<file path="src/rtl/control_sequencer_pkg.sv">
// Shared definitions for the control sequencer: FSM state codes, opcodes and writeback/output select encodings.
package control_sequencer_pkg;

   typedef enum logic [1:0] {
      ST_RUN      = 2'd0,
      ST_WAIT_IN  = 2'd1,
      ST_WAIT_OUT = 2'd2,
      ST_HALT     = 2'd3
   } state_e;

   // Exact opcodes; the ALU/LI/LD/ST/IN/OUT groups are decoded on their prefix bits.
   localparam logic [5:0] OP_J    = 6'b010100;
   localparam logic [5:0] OP_JZ   = 6'b010101;
   localparam logic [5:0] OP_JNZ  = 6'b010110;
   localparam logic [5:0] OP_CALL = 6'b010111;
   localparam logic [5:0] OP_RET  = 6'b011000;
   localparam logic [5:0] OP_HALT = 6'b011111;

   localparam logic [1:0] SINM_ALU = 2'b00;
   localparam logic [1:0] SINM_IMM = 2'b01;
   localparam logic [1:0] SINM_MEM = 2'b10;
   localparam logic [1:0] SINM_IN  = 2'b11;

endpackage

</file>
<file path="src/rtl/control_sequencer_stack_guard.sv">
// Return-stack depth tracker: counts 0..STACK_DEPTH and flags full/empty so the sequencer can trap.
module control_sequencer_stack_guard #(
   parameter int STACK_DEPTH = 16
) (
   input  logic clk,
   input  logic reset,
   input  logic push_i,
   input  logic pop_i,
   output logic full_o,
   output logic empty_o
);

   localparam int DW = $clog2(STACK_DEPTH + 1);

   logic [DW-1:0] depth_q, depth_d;

   always_comb begin
      depth_d = depth_q;
      if (push_i && !pop_i) begin
         depth_d = depth_q + 1'b1;
      end else if (pop_i && !push_i) begin
         depth_d = depth_q - 1'b1;
      end
   end

   always_ff @(posedge clk) begin
      if (reset) begin
         depth_q <= '0;
      end else begin
         depth_q <= depth_d;
      end
   end

   assign full_o  = (depth_q == DW'(STACK_DEPTH));
   assign empty_o = (depth_q == '0);

endmodule

</file>
<file path="src/rtl/control_sequencer.sv">
// Opcode decoder plus RUN/WAIT_IN/WAIT_OUT/HALT sequencer for the 8-bit CPU datapath.
// Define CTRL_IO_TIMEOUT_EN to bound I/O waits at IO_TIMEOUT cycles (skip + fault instead of stalling forever).
module control_sequencer
   import control_sequencer_pkg::*;
#(
   parameter int STACK_DEPTH = 16,
   parameter int IO_TIMEOUT  = 255
) (
   input  logic       clk,
   input  logic       reset,
   input  logic [5:0] opcode,
   input  logic       z,
   input  logic       in_valid,
   input  logic       out_ready,
   output logic       in_ack,
   output logic       pc_we,
   output logic       s_inc,
   output logic       we3,
   output logic       wez,
   output logic       we4,
   output logic       we_out,
   output logic       pushsignal,
   output logic       popsignal,
   output logic       s_stack,
   output logic [1:0] s_inm,
   output logic [1:0] s_in,
   output logic [1:0] s_out,
   output logic [2:0] op_alu,
   output logic       halted,
   output logic       fault,
   output logic [1:0] dbg_state
);

   state_e state_q, state_d;
   logic   halted_q, halted_d, fault_q, fault_d;
   logic   we3_dec, wez_dec, we4_dec, we_out_dec;
   logic   is_in, is_out, is_call, is_ret, is_halt;
   logic   pc_we_ns, io_ok, in_ack_ns, push_ns, pop_ns, trap, tmo;
   logic   stk_full, stk_empty, timeout_hit, run_ok;

   always_comb begin
      we3_dec = 1'b0; wez_dec = 1'b0; we4_dec = 1'b0; we_out_dec = 1'b0;
      s_inc = 1'b1; s_stack = 1'b0; s_inm = SINM_ALU; s_in = 2'b00; s_out = 2'b00; op_alu = 3'b000;
      is_in = 1'b0; is_out = 1'b0; is_call = 1'b0; is_ret = 1'b0; is_halt = 1'b0;
      casez (opcode)
         6'b1?????: begin op_alu = opcode[4:2]; we3_dec = 1'b1; wez_dec = 1'b1; s_inm = SINM_ALU; end
         6'b0000??: begin s_inm = SINM_IMM; we3_dec = 1'b1; end
         6'b0001??: begin s_inm = SINM_MEM; we3_dec = 1'b1; end
         6'b0010??: we4_dec = 1'b1;
         6'b0011??: begin s_inm = SINM_IN; s_in = opcode[1:0]; we3_dec = 1'b1; is_in = 1'b1; end
         6'b01000?: begin s_out = {1'b0, opcode[0]}; we_out_dec = 1'b1; is_out = 1'b1; end
         OP_J:      s_inc = 1'b0;
         OP_JZ:     s_inc = ~z;
         OP_JNZ:    s_inc = z;
         OP_CALL:   begin s_inc = 1'b0; is_call = 1'b1; end
         OP_RET:    begin s_stack = 1'b1; is_ret = 1'b1; end
         OP_HALT:   is_halt = 1'b1;
         default:   ;
      endcase
   end

   // io_ok gates the register/output write of an IN/OUT: only on a completed handshake.
   always_comb begin
      state_d = state_q; pc_we_ns = 1'b1; io_ok = 1'b0; in_ack_ns = 1'b0;
      push_ns = 1'b0; pop_ns = 1'b0; trap = 1'b0; tmo = 1'b0;
      if (state_q == ST_HALT) begin
         pc_we_ns = 1'b0;
      end else if (is_in || is_out) begin
         if ((is_in && in_valid) || (is_out && out_ready)) begin
            io_ok = 1'b1; in_ack_ns = is_in; state_d = ST_RUN;
         end else if (timeout_hit) begin
            tmo = 1'b1; state_d = ST_RUN;
         end else begin
            pc_we_ns = 1'b0; state_d = is_in ? ST_WAIT_IN : ST_WAIT_OUT;
         end
      end else if (is_halt) begin
         pc_we_ns = 1'b0; state_d = ST_HALT;
      end else if ((is_call && stk_full) || (is_ret && stk_empty)) begin
         trap = 1'b1; pc_we_ns = 1'b0; state_d = ST_HALT;
      end else begin
         push_ns = is_call; pop_ns = is_ret; state_d = ST_RUN;
      end
      halted_d = halted_q | (state_d == ST_HALT);
      fault_d  = fault_q | trap | tmo;
   end

   always_comb begin
      run_ok     = ~reset && (state_q != ST_HALT);
      pc_we      = ~reset && pc_we_ns;
      we3        = run_ok && we3_dec && (!is_in || io_ok);
      wez        = run_ok && wez_dec;
      we4        = run_ok && we4_dec;
      we_out     = run_ok && we_out_dec && io_ok;
      in_ack     = run_ok && in_ack_ns;
      pushsignal = run_ok && push_ns;
      popsignal  = run_ok && pop_ns;
      halted     = halted_q;
      fault      = fault_q;
      dbg_state  = state_q;
   end

   always_ff @(posedge clk) begin
      if (reset) begin
         state_q  <= ST_RUN;
         halted_q <= 1'b0;
         fault_q  <= 1'b0;
      end else begin
         state_q  <= state_d;
         halted_q <= halted_d;
         fault_q  <= fault_d;
      end
   end

`ifdef CTRL_IO_TIMEOUT_EN
   logic [7:0] cnt_q, cnt_d;
   logic       in_wait;

   assign in_wait     = (state_q == ST_WAIT_IN) || (state_q == ST_WAIT_OUT);
   assign timeout_hit = in_wait && (cnt_q == 8'(IO_TIMEOUT - 1));
   assign cnt_d       = (in_wait && state_d != ST_RUN) ? cnt_q + 8'd1 : 8'd0;

   always_ff @(posedge clk) begin
      if (reset) begin
         cnt_q <= 8'd0;
      end else begin
         cnt_q <= cnt_d;
      end
   end
`else
   logic [7:0] unused_timeout;
   assign unused_timeout = 8'(IO_TIMEOUT);
   assign timeout_hit    = 1'b0;
`endif

   control_sequencer_stack_guard #(.STACK_DEPTH(STACK_DEPTH)) u_stack_guard (
      .clk    (clk),
      .reset  (reset),
      .push_i (pushsignal),
      .pop_i  (popsignal),
      .full_o (stk_full),
      .empty_o(stk_empty)
   );

endmodule

</file>
<file path="config.mk">
export PLATFORM = sky130hd
export DESIGN_NAME = control_sequencer
export DESIGN_NICKNAME = d
export VERILOG_FILES = /design/src/rtl/control_sequencer_pkg.sv /design/src/rtl/control_sequencer_stack_guard.sv /design/src/rtl/control_sequencer.sv
export SDC_FILE = /design/constraint.sdc
export NUM_CORES = 1
export LEC_CHECK = 0
export ABC_AREA = 1
export CORE_MARGIN = 3
export CORE_UTILIZATION = 35
export DETAILED_ROUTE_END_ITERATION = 7
export PLACE_DENSITY = 0.71
export SYNTH_ARGS = -nofsm -noshare
export SYNTH_HDL_FRONTEND = slang
export SYNTH_SLANG_ARGS = --single-unit
export TNS_END_PERCENT = 20
</file>
<file path="constraint.sdc">
create_clock -name clk -period 2.5 [get_ports clk]
set_input_delay 0.625 -clock clk [delete_from_list [all_inputs] [get_ports clk]]
set_output_delay 0.625 -clock clk [all_outputs]
set_load 0.02 [all_outputs]
</file>
# --- After elaboration in Yosys (flattened, before gate mapping) ---
# Cells that the tools add are included.
totals:
  regBits: 9
  in_bits: 11
op_classes:
  n_addsub: 2
  n_eq_ne: 14
  muxes: 43
  bitwise: 4
  reduce_logical: 29
ops:
  columns: ["cell", "count"]
  rows:
  - ["$eq 6x5->1 const B", 6]
  - ["$mux 1", 31]
  - ["$logic_and 1x1->1", 17]
  - ["$mux 2", 7]
  - ["$mux 5", 2]
  - ["$eq 4x2->1 const B", 2]
  - ["$pmux 2 s3", 1]
  - ["$add 5x1->5 const B", 1]
  - ["$eq 5x4->1 const B", 1]
  - ["$eq 5x5->1 const B", 1]
  - ["$logic_not 5->1", 1]
  - ["$sub 5x1->5 const B", 1]
  - ["$eq 2x2->1 const B", 2]
  - ["$eq 4x1->1 const B", 1]
  - ["$logic_not 4->1", 1]
  - ["$logic_or 1x1->1", 4]
  - ["$reduce_or 4->1", 1]
  - ["$logic_not 1->1", 3]
  - ["$mux 3", 1]
  - ["$pmux 1 s3", 1]
  - ["$ne 2x2->1 const B", 1]
  - ["$not 1->1", 2]
  - ["$or 1x1->1", 2]
  - ["$reduce_bool 2->1", 1]
  - ["$reduce_or 2->1", 1]

# --- Logic depth before layout (Yosys ltp) ---
# Gate-level depths: netlist (run 1).
logic_depth:
  word_depth: 13
  ltp_mapped: 17

# --- By module ---
# Synthesis (run 1) repeated with hierarchy kept, for this count alone.
unflattened:
  cells_unflattened: 140
  area_unflattened_um2: 815.8
modules_own_cells:
  columns: ["module", "instances", "cells_each", "area_per_inst_um2"]
  rows:
  - ["control_sequencer", 1, 82, 442.9]
  - ["control_sequencer_stack_guard", 1, 58, 372.9]

# --- Least setup slack after synthesis (run 1) ---
# No wires, ideal clock.
synth_path:
  kind: "input to register"
  start: "in opcode[2]"
  end: "reg u_stack_guard.depth_q[4]"
  setup_ns: 0.134
  arrival_ns: 2.572
  required_time_ns: 2.366
  path_slack_ns: -0.205
  path_stages: 15
  n_path_buf: 0
  path_cell_list: "inv_1 > nand3_1 > nor2_4 > nand2_2 > and2_4 > nand2_1 > nor2_1 > ha_1 > inv_1 > fa_1 > nand3_1 > nand2_1 > xor2_1 > nand2_1 > a21oi_1"
synth_between:
  elab_chain_len: 12
synth_lines:
  columns: ["item", "line_no", "source"]
  rows:
  - ["start: declaration", "control_sequencer.sv:11", "input logic [5:0] opcode,"]
  - ["$eq 6x5->1 *", null, null]
  - ["$mux 1 *", null, null]
  - ["net s_stack", "control_sequencer.sv:24", "output logic s_stack,"]
  - ["$logic_and 1x1->1 *", "control_sequencer.sv:78", "end else if ((is_call && stk_full) || (is_ret && stk_empty)) begin"]
  - ["$logic_or 1x1->1 *", "control_sequencer.sv:78", null]
  - ["$mux 1 *", "control_sequencer.sv:78", null]
  - ["$mux 1 *", "control_sequencer.sv:76", "end else if (is_halt) begin"]
  - ["$mux 1 *", "control_sequencer.sv:68", "end else if (is_in || is_out) begin"]
  - ["$mux 1 *", "control_sequencer.sv:66", "if (state_q == ST_HALT) begin"]
  - ["$logic_and 1x1->1 *", "control_sequencer.sv:95", "pushsignal = run_ok && push_ns;"]
  - ["net pushsignal", "control_sequencer.sv:22", "output logic pushsignal,"]
  - ["$logic_not 1->1", "control_sequencer_stack_guard.sv:21", "end else if (pop_i && !push_i) begin"]
  - ["$logic_and 1x1->1", "control_sequencer_stack_guard.sv:21", null]
  - ["$reduce_bool 2->1 (no line)", null, null]
  - ["end signal: assignment", "control_sequencer_stack_guard.sv:30", "depth_q <= depth_d;"]
  - ["end: declaration", "control_sequencer_stack_guard.sv:15", "logic [DW-1:0] depth_q, depth_d;"]
# The timed path passes the listed nets; every way through them passes the cells marked *.
# A chain may end at the register's enable or synchronous reset.

# --- Worst setup path in the final report (run 1) ---
layout_path:
  start: "in opcode[4]"
  end: "out pc_we"
layout_between:
  elab_chain_len: 9
layout_lines:
  columns: ["item", "line_no", "source"]
  rows:
  - ["$eq 6x5->1", "control_sequencer.sv:45", "casez (opcode)"]
  - ["$mux 1", "control_sequencer.sv:45", null]
  - ["$logic_and 1x1->1", "control_sequencer.sv:78", null]
  - ["$logic_or 1x1->1", "control_sequencer.sv:78", null]
  - ["$mux 1", "control_sequencer.sv:78", null]
  - ["$mux 1", "control_sequencer.sv:76", null]
  - ["$mux 1 *", "control_sequencer.sv:68", null]
  - ["$mux 1 *", "control_sequencer.sv:66", null]
  - ["$logic_and 1x1->1 *", "control_sequencer.sv:89", "pc_we = ~reset && pc_we_ns;"]
  - ["end: declaration", "control_sequencer.sv:16", "output logic pc_we,"]
# Mark *: on every way between the ends. The rest lies on a longest branch, timed or not.

==> metrics.txt, run 1 <==
Design Area, Final 0.00151 mm²; Post-Syn Area around 800 µm²; Most used DFF post-synth dfxtp_1; Post-synth ARST share 0%; worst slack at placement -0.703 ns; Rows 16; LEAKAGE approximately 0.78 nW; clk_skew roughly 0.0068 ns; post-synthesis cell type count 28; endpoints failing hold 0; first-pass GRT wire length ~4200 µm; number of global-route vias before repair around 1100; max cap viols 0; syn avg cell area between 6 and 7 µm²; worst vdd ir 0.298 mV; Skew-Pair Late Insertion Delay approximately 0.26 ns; Seq/Total Area, Yosys ~22%; share of cells above drive strength 1 between 40% and 50%; Power Density 261 mW/mm²; routed length per instance about 12 µm; nets around 220; DP HPWL between 2000 and 2500 µm; Num CTS Buffers 3; final period utilization a little over nine tenths; Final Max Slew Viols 0; status finished clean; Worst Path Buf+Inv 4; DRC 0; Max Clk Rate roughly 0.41 GHz; Die Y between 50 and 60 µm; Clk pin slew, worst setup/hold paths around 0.060 ns; CTS sink count 9; synthesized flop and latch total 9; Max Buffers Root-to-Sink 2; Post-Syn Instances between 100 and 150; Total Routed Length approximately 2700 µm; RePlAce Congestion approximately 0.8; largest net degree at the start of global routing 11; Worst path slowest cell and2_4; CP startpoint kind input port; syn_nets about 150; CP Cell Sequence buf_2, inv_1, nor2_4, nand2_2, nor2_4, nand2_2, and2_4, buf_4, nand3_1, nor2_1, buf_4; final setup TNS 0 ns; initial antenna violation count 0; Critical Path Sink Type output port; final setup margin 0.0747 ns; total global-route track usage 19.2%; die area roughly 0.0029 mm²; Hold Slack about 0.48 ns; Final min period 2.43 ns; TritonRoute pass-1 iters 4; Tot Pwr 0.393 mW; CP required ~1.9 ns; CTS tree yes; CP arrival roughly 1.8 ns; total of warnings raised by yosys 0; placed cell areas about 0.0013 mm²; Vias 1061; Via density 4.72; Post-synth EDFFs 0; critical path type in -> out; count of hold-fix buffers inserted at cts 0; Core ar. about 0.0021 mm²; H-tree depth 1; IO Pins 34; Crit path largest cell delay 0.18 ns; area grow syn2layout 88.1%; Starting Density between 30% and 40%; antenna cells 0; crit-path max FO 4; CP top delay family simple AND/OR/NAND/NOR gates; Worst Hold Class reg -> reg; root buffer cell clkbuf_4; Die Width 53.8 µm; final setup violation count 0; DR iter-0 viols 7; input/output buffers 32; Antenna Nets Post-Route 0; GR Overflow Total 0
-- power by group --
group | switching [mW] | internal [mW]
combinational | 0.0724 | 0.0629
clock | 0.0503 | 0.0589
sequential | 0.00240 | 0.146
total | 0.125 | 0.268
-- final timing paths --
kind	startpoint	to	slack [ns]	cells past startpoint
min reg2reg	fault	fault	0.48	2
max reg2reg	u_stack_guard.depth_q[2]	u_stack_guard.depth_q[4]	0.28	15
min	fault	fault	0.48	2
max	opcode[4]	pc_we	0.07	11
-- cell families after synthesis --
family	count (synthesis)	synth area share, %
AND/OR/NAND/NOR	72	40.9
buffers and inverters	28	13.6
AO/OA/AOI/OAI	14	10.5
flip-flops	9	22.5
adder cells (fa/ha/maj)	5	8.75
XOR/XNOR	3	3.28
other	1	0.468
-- layout by cell type, fill, tap and decap left out, drive strengths merged, types with 2 or more instances in the layout --
cell type      Yosys  final
inv               26     26
dfxtp              9      9
a21oi              7      7
nand4              4      4
nand2             25     25
nor3               2      2
buf                1     39
xor2               2      2
dlygate4sd2        0      9
clkbuf             1      6
o21ai              3      3
nand3              7      7
nor2              32     32
clkdlybuf4s50      0     11
ha                 4      4
-- state kept, by name (all words and copies together), names as in the netlist --
| name | cells |
|---|---|
| dbg_state | 2 |
| u_stack_guard.depth_q | 5 |
| halted | 1 |
| fault | 1 |
-- cell type report --
type	count	area [µm²]
Clock buffer	3	22.5
Sequential cell	9	180
Timing Repair Buffer	64	509
Tap cell	27	33.8
Fill cell	157	556
Clock inverter	1	5.00
Inverter	26	103
Multi-Input combinational cell	95	653
-- synthesized netlist by cell type, drive strengths merged (2+ instances only) --
master | n | area, µm²
ha | 4 | 50.1
xor2 | 2 | 17.5
nand3 | 7 | 40.0
nand2 | 25 | 96.4
nor2 | 32 | 135
inv | 26 | 97.6
nand4 | 4 | 31.3
nor3 | 2 | 10.0
o21ai | 3 | 15.0
a21oi | 7 | 35.0
dfxtp | 9 | 180
-- through the flow --
stage | instances | utilization [%]
2_1_floorplan | 132 | -
3_3_place_gp | 212 | 64.4
3_5_place_dp | 212 | 64.4
4_1_cts | 219 | 67.5
5_1_grt | 225 | 73.1
6_report | 225 | 73.1
-- per-layer routing --
| metal | vias to the layer above | GRT usage [%] | share of wire (%) |
|---|---|---|---|
| li1 | 541 | - | - |
| met1 | 489 | 21.5 | 44 |
| met2 | 27 | 35.9 | 51 |
| met3 | 4 | 1.94 | 4.2 |
| met4 | 0 | 8.51 | 1.3 |
| met5 | - | 0 | 0 |
-- tightest hold or removal path: stages, from the launching register on --
cell     delay [ns]
dfxtp_1        0.31
inv_1          0.06
o22ai_2        0.06
-- repair_timing --
| item | CTS | global route |
|---|---|---|
| endpoints found under the setup margin | 23 | 13 |
| buffers inserted | 3 | 6 |
| pin swaps | 5 | 10 |
| resized for setup | 52 | 31 |
No activity file was read; power rests on OpenSTA's default activity.
==> run 2: changes to the inputs <==
Settings changed: CORE_UTILIZATION 35 to 39, CTS_BUF_LIST from default to sky130_fd_sc_hd__clkbuf_8, PLACE_DENSITY 0.71 to 0.77, SLEW_MARGIN from default to 30.
==> run 2 against run 1 <==
  * The flow now finishes with violations (negative setup slack)
  * Non-clock buffer count is 4 lower
  * Setup slack worse by 0.089 ns
  * Register-to-register slack worse by 0.06 ns
  * Power is 14% higher
  * Via count is 1.6% higher
  * Global-route usage is 3.4 points higher
  * Maximum frequency is 3.5% lower
  * Clock skew is 0.0018 ns lower
  * Hold slack better by 0.0022 ns
  * First-iteration DRC count grew to 3.1 times the previous value
  * Core utilization is 7.8 points higher
  * Critical path type unchanged
  * Highest routed layer unchanged
==> metrics.txt, run 2 (synthesis results as in run 1) <==
placed cell areas about 0.0013 mm²; Via density between 4 and 5; Power Density roughly 300 mW/mm²; crit-path max FO 6; Final min period between 2 and 3 ns; IO Pins 34; GR Overflow Total 0; Die Width between 50 and 60 µm; root buffer cell clkbuf_8; failing checks negative setup slack; input/output buffers 32; most frequent cells in the layout buf_4, nor2_1, nand2_1; final setup violation count 1; CP required 1.88 ns; share of cells above drive strength 1 around two fifths; most flop-heavy register u_stack_guard.depth_q; first-pass GRT wire length around 4600 µm; status complete, but fails checks; antenna cells 0; post-layout util about four fifths; Placed Cells roughly 210; DRC 0; Clk pin slew, worst setup/hold paths around 0.040 ns; LEAKAGE 0.758 nW; CP startpoint kind input port; Antenna Nets Post-Route 0; Design Area, Final approximately 0.0015 mm²; endpoints failing hold 0; Final Max Slew Viols 0; Max Buffers Root-to-Sink 2; Core ar. between 0.0015 and 0.002 mm²; CTS sink count 9; routed length per instance approximately 13 µm; Starting Density ~44%; worst vdd ir between 0.6 and 0.7 mV; CTS tree yes; largest net degree at the start of global routing 11; Tot Pwr roughly 0.45 mW; number of global-route vias before repair between 1000 and 1500; RePlAce Congestion ~0.8; CP arrival 1.89 ns; clk_skew 0.00500 ns; nets between 200 and 250; total global-route track usage a little under a quarter; critical path type in -> out; Vias 1078; commonest non-fill, non-tap cell in the layout buf_4; max cap viols 0; area grow syn2layout 85.8%; Total Routed Length roughly 2900 µm; die area 0.00263 mm²; final period utilization 101%; Skew-Pair Late Insertion Delay 0.24 ns; Die Y between 50 and 60 µm; TritonRoute pass-1 iters 4; max reg flops 5; final setup margin -0.0138 ns; H-tree depth 1; initial antenna violation count 0; Num CTS Buffers 3; Worst Hold Class reg -> reg; Rows 15; unrepaired setup endpoints after global routing true; Final Non-Filler Cells approximately 220; DP HPWL between 2000 and 2500 µm; DR iter-0 viols 22; Critical Path Sink Type output port; worst slack at placement -0.717 ns; Max Clk Rate 0.398 GHz
-- run 2: layer usage --
metal	routed length [µm]	track usage [%]	part of all wire, %	up-vias
met5	0	0	0	-
li1	-	-	-	534
met3	169	2.33	5.8	10
met4	125	10.0	4.3	0
met1	1120	25.2	38	487
met2	1510	42.7	52	47
-- run 2: what timing repair did --
action	in CTS	in global routing
endpoints found under the setup margin	23	14
pin swaps	6	13
buffers inserted	4	3
endpoints found under the hold margin	0	0
hold buffers	0	0
resized for setup	53	31
-- run 2: path summary, 6_finish.rpt --
path | start | endpoint | slack [ns] | cells past startpoint
worst max-delay path | opcode[5] | pc_we | -0.01 | 11
worst min-delay path | fault | fault | 0.48 | 2
worst max register to register | u_stack_guard.depth_q[3] | u_stack_guard.depth_q[2] | 0.22 | 14
worst min register to register | fault | fault | 0.48 | 2
-- run 2: final cells by class --
type	instances	area [µm²]
clock buffer	3	41.3
multi-input combinational	95	624
tap	25	31.3
sequential	9	180
timing repair buffer	60	504
fill	137	352
inverter	26	103
clock inverter	1	3.75
-- run 2: critical path, cell delays in order --
cell and delay, ns:
buf_4 0.15, nor2_4 0.13, nand2_2 0.08, nor2_4 0.13, nand2_2 0.09, and2_4 0.17
buf_4 0.13, buf_4 0.12, nand3_1 0.07, nor2_1 0.05, buf_4 0.15
-- run 2: per-stage QoR --
step / setup TNS, ns / hold slack [ns]
final: -0.0138 / 0.482
after global routing: -0.294 / 0.511
after CTS: 0 / 0.487
after detailed placement: -10.68 / 0.483
after global placement: -9.42 / 0.456
after floorplan: -0.0347 / 0.483
-- run 2: where the power goes --
group,leakage [nW],switching [mW],internal (mW),total (mW)
registers,0.0727,0.00228,0.147,0.149
clock network,0.0269,0.0581,0.107,0.165
logic,0.658,0.0713,0.0617,0.133
total,0.758,0.132,0.315,0.447
==> run 3: changes to the inputs <==
--- a/config.mk
+++ b/config.mk
@@ -11,5 +11,5 @@
 export CTS_BUF_LIST = sky130_fd_sc_hd__clkbuf_8
 export DETAILED_ROUTE_END_ITERATION = 7
-export PLACE_DENSITY = 0.77
+export PLACE_DENSITY_LB_ADDON = 0.15
 export SLEW_MARGIN = 30
 export SYNTH_ARGS = -nofsm -noshare
==> constraint.sdc (replaced) <==
create_clock -name clk -period 2.5 [get_ports clk]
set_input_delay 0.5 -clock clk [delete_from_list [all_inputs] [get_ports clk]]
set_output_delay 0.5 -clock clk [all_outputs]
set_load 0.02 [all_outputs]
==> run 3 against run 2 <==
  * Critical path depth is 1 higher
  * The run now ends clean
  * Clock skew up 0.0012 ns
  * Critical endpoint is now u_stack_guard.depth_q[4]
  * Die area unchanged
==> metrics.txt, run 3 (synthesis results as in run 1) <==
status finished clean; CP startpoint kind input port; DR iter-0 viols just over 50; Die Width between 50 and 60 µm; CTS sink count 9; routed length per instance 14.1 µm; initial antenna violation count 0; Max Buffers Root-to-Sink 2; CP top delay family simple AND/OR/NAND/NOR gates; CTS tree yes; IO Pins 34; nets 213; Antenna Nets Post-Route 0; max reg flops 5; antenna cells 0; Worst path slowest cell clkdlybuf4s50_1; placed cell areas 0.00134 mm²; GR Overflow Total 0; TritonRoute pass-1 iters 4; Final Max Slew Viols 0; Vias 1107; final period utilization 95.8%; CP arrival about 2.6 ns; largest net degree at the start of global routing 11; count of hold-fix buffers inserted at cts 0; input/output buffers 32; post-layout util 81.8%; LEAKAGE 0.791 nW; die area approximately 0.0026 mm²; Core ar. roughly 0.0018 mm²; Total Routed Length a little over 3000 µm; Skew-Pair Late Insertion Delay roughly 0.23 ns; Via density 5.01; worst vdd ir between 0.4 and 0.5 mV; Num CTS Buffers 3; area grow syn2layout 88.0%; most frequent cells in the layout buf_4, nor2_1, inv_1, nand2_1, clkdlybuf4s50_1; most flop-heavy register u_stack_guard.depth_q; CP required approximately 2.7 ns; DRC 0; Max Clk Rate roughly 0.42 GHz; Clk pin slew, worst setup/hold paths approximately 0.05 ns; commonest non-fill, non-tap cell in the layout buf_4; Worst Hold Class reg -> reg; Design Area, Final between 0.0015 and 0.002 mm²; H-tree depth 1; Die Y 51.3 µm; Critical Path Sink Type register; clk_skew between 0.006 and 0.007 ns; DP HPWL ~2100 µm; Rows 15; final setup TNS 0 ns; endpoints failing hold 0; first-pass GRT wire length 4490 µm; Hold Slack roughly 0.48 ns; RePlAce Congestion about 0.85; total global-route track usage a little over a fifth; Worst Path Buf+Inv 2; Final min period roughly 2.4 ns; critical path type in -> reg; Crit path largest cell delay roughly 0.48 ns; share of cells above drive strength 1 ~34%; final setup violation count 0; Power Density 296 mW/mm²; max cap viols 0; CP Cell Sequence clkdlybuf4s50_1, nor2_4, nand3_1, nor2_4, ha_4, inv_4, fa_2, nand3_1, nand2_1, xor2_1, nand2_1, a21oi_1; number of global-route vias before repair 989; crit-path max FO 4; root buffer cell clkbuf_8; Starting Density between 40 and 50%
[run 3: changes by cell type in the layout (fill, tap and decap cells not counted), sizes merged]
cell / change
clkbuf: +1
buf: -3
dlygate4sd2: +1
dlymetal6s2s: +3
[run 3: worst reg2reg max path, delay by kind of cell, from the launching register on]
family | cells | cell delay (ns)
XOR/XNOR | 1 | 0.17
adder cells (fa/ha/maj) | 2 | 0.51
buffers and inverters | 1 | 0.05
AO/OA/AOI/OAI | 1 | 0.12
AND/OR/NAND/NOR | 10 | 0.91
flip-flops | 1 | 0.47
[run 3: final timing paths]
path                            start                       end  slack (ns)  depth (start not counted)
max reg2reg  u_stack_guard.depth_q[0]  u_stack_guard.depth_q[4]        0.23                         15
min                             fault                     fault        0.48                          2
max                             reset  u_stack_guard.depth_q[4]        0.11                         12
min reg2reg                     fault                     fault        0.48                          2
[run 3: through the flow]
stage | power, mW | setup slack (ns) | cells
2_1_floorplan | 0.205 | 0.0340 | 132
3_3_place_gp | 0.272 | -0.441 | 213
3_5_place_dp | 0.275 | -0.531 | 213
4_1_cts | 0.437 | -0.161 | 217
5_1_grt | 0.467 | -0.0345 | 221
6_report | 0.446 | 0.106 | 221
[run 3: area by class of cell]
cell class,count,area (µm²)
Clock inverter,1,3.75
Tap cell,25,31.3
Clock buffer,3,41.3
Timing Repair Buffer,62,532
Sequential cell,9,180
Inverter,26,100
Fill cell,115,334
Multi-Input combinational cell,95,617
[run 3: power by group]
part | total [mW] | switching [mW] | leakage, nW | internal (mW)
combinational | 0.134 | 0.0719 | 0.691 | 0.0619
sequential | 0.149 | 0.00254 | 0.0727 | 0.147
clock | 0.163 | 0.0561 | 0.0269 | 0.107
total | 0.446 | 0.131 | 0.791 | 0.315
[run 3: layer usage]
layer	vias to the layer above	track usage [%]	share of wire (%)
li1	538	-	-
met1	520	28.9	42
met2	47	38.4	50
met3	2	4.66	8.0
met4	0	1.31	0.26
met5	-	0	0
[run 3: timing repair]
action,CTS,global route
gates cloned,0,0
hold endpoints to repair,0,0
pin swaps,1,7
setup buffers,0,4
gates resized for setup,30,27
setup endpoints to repair,18,14
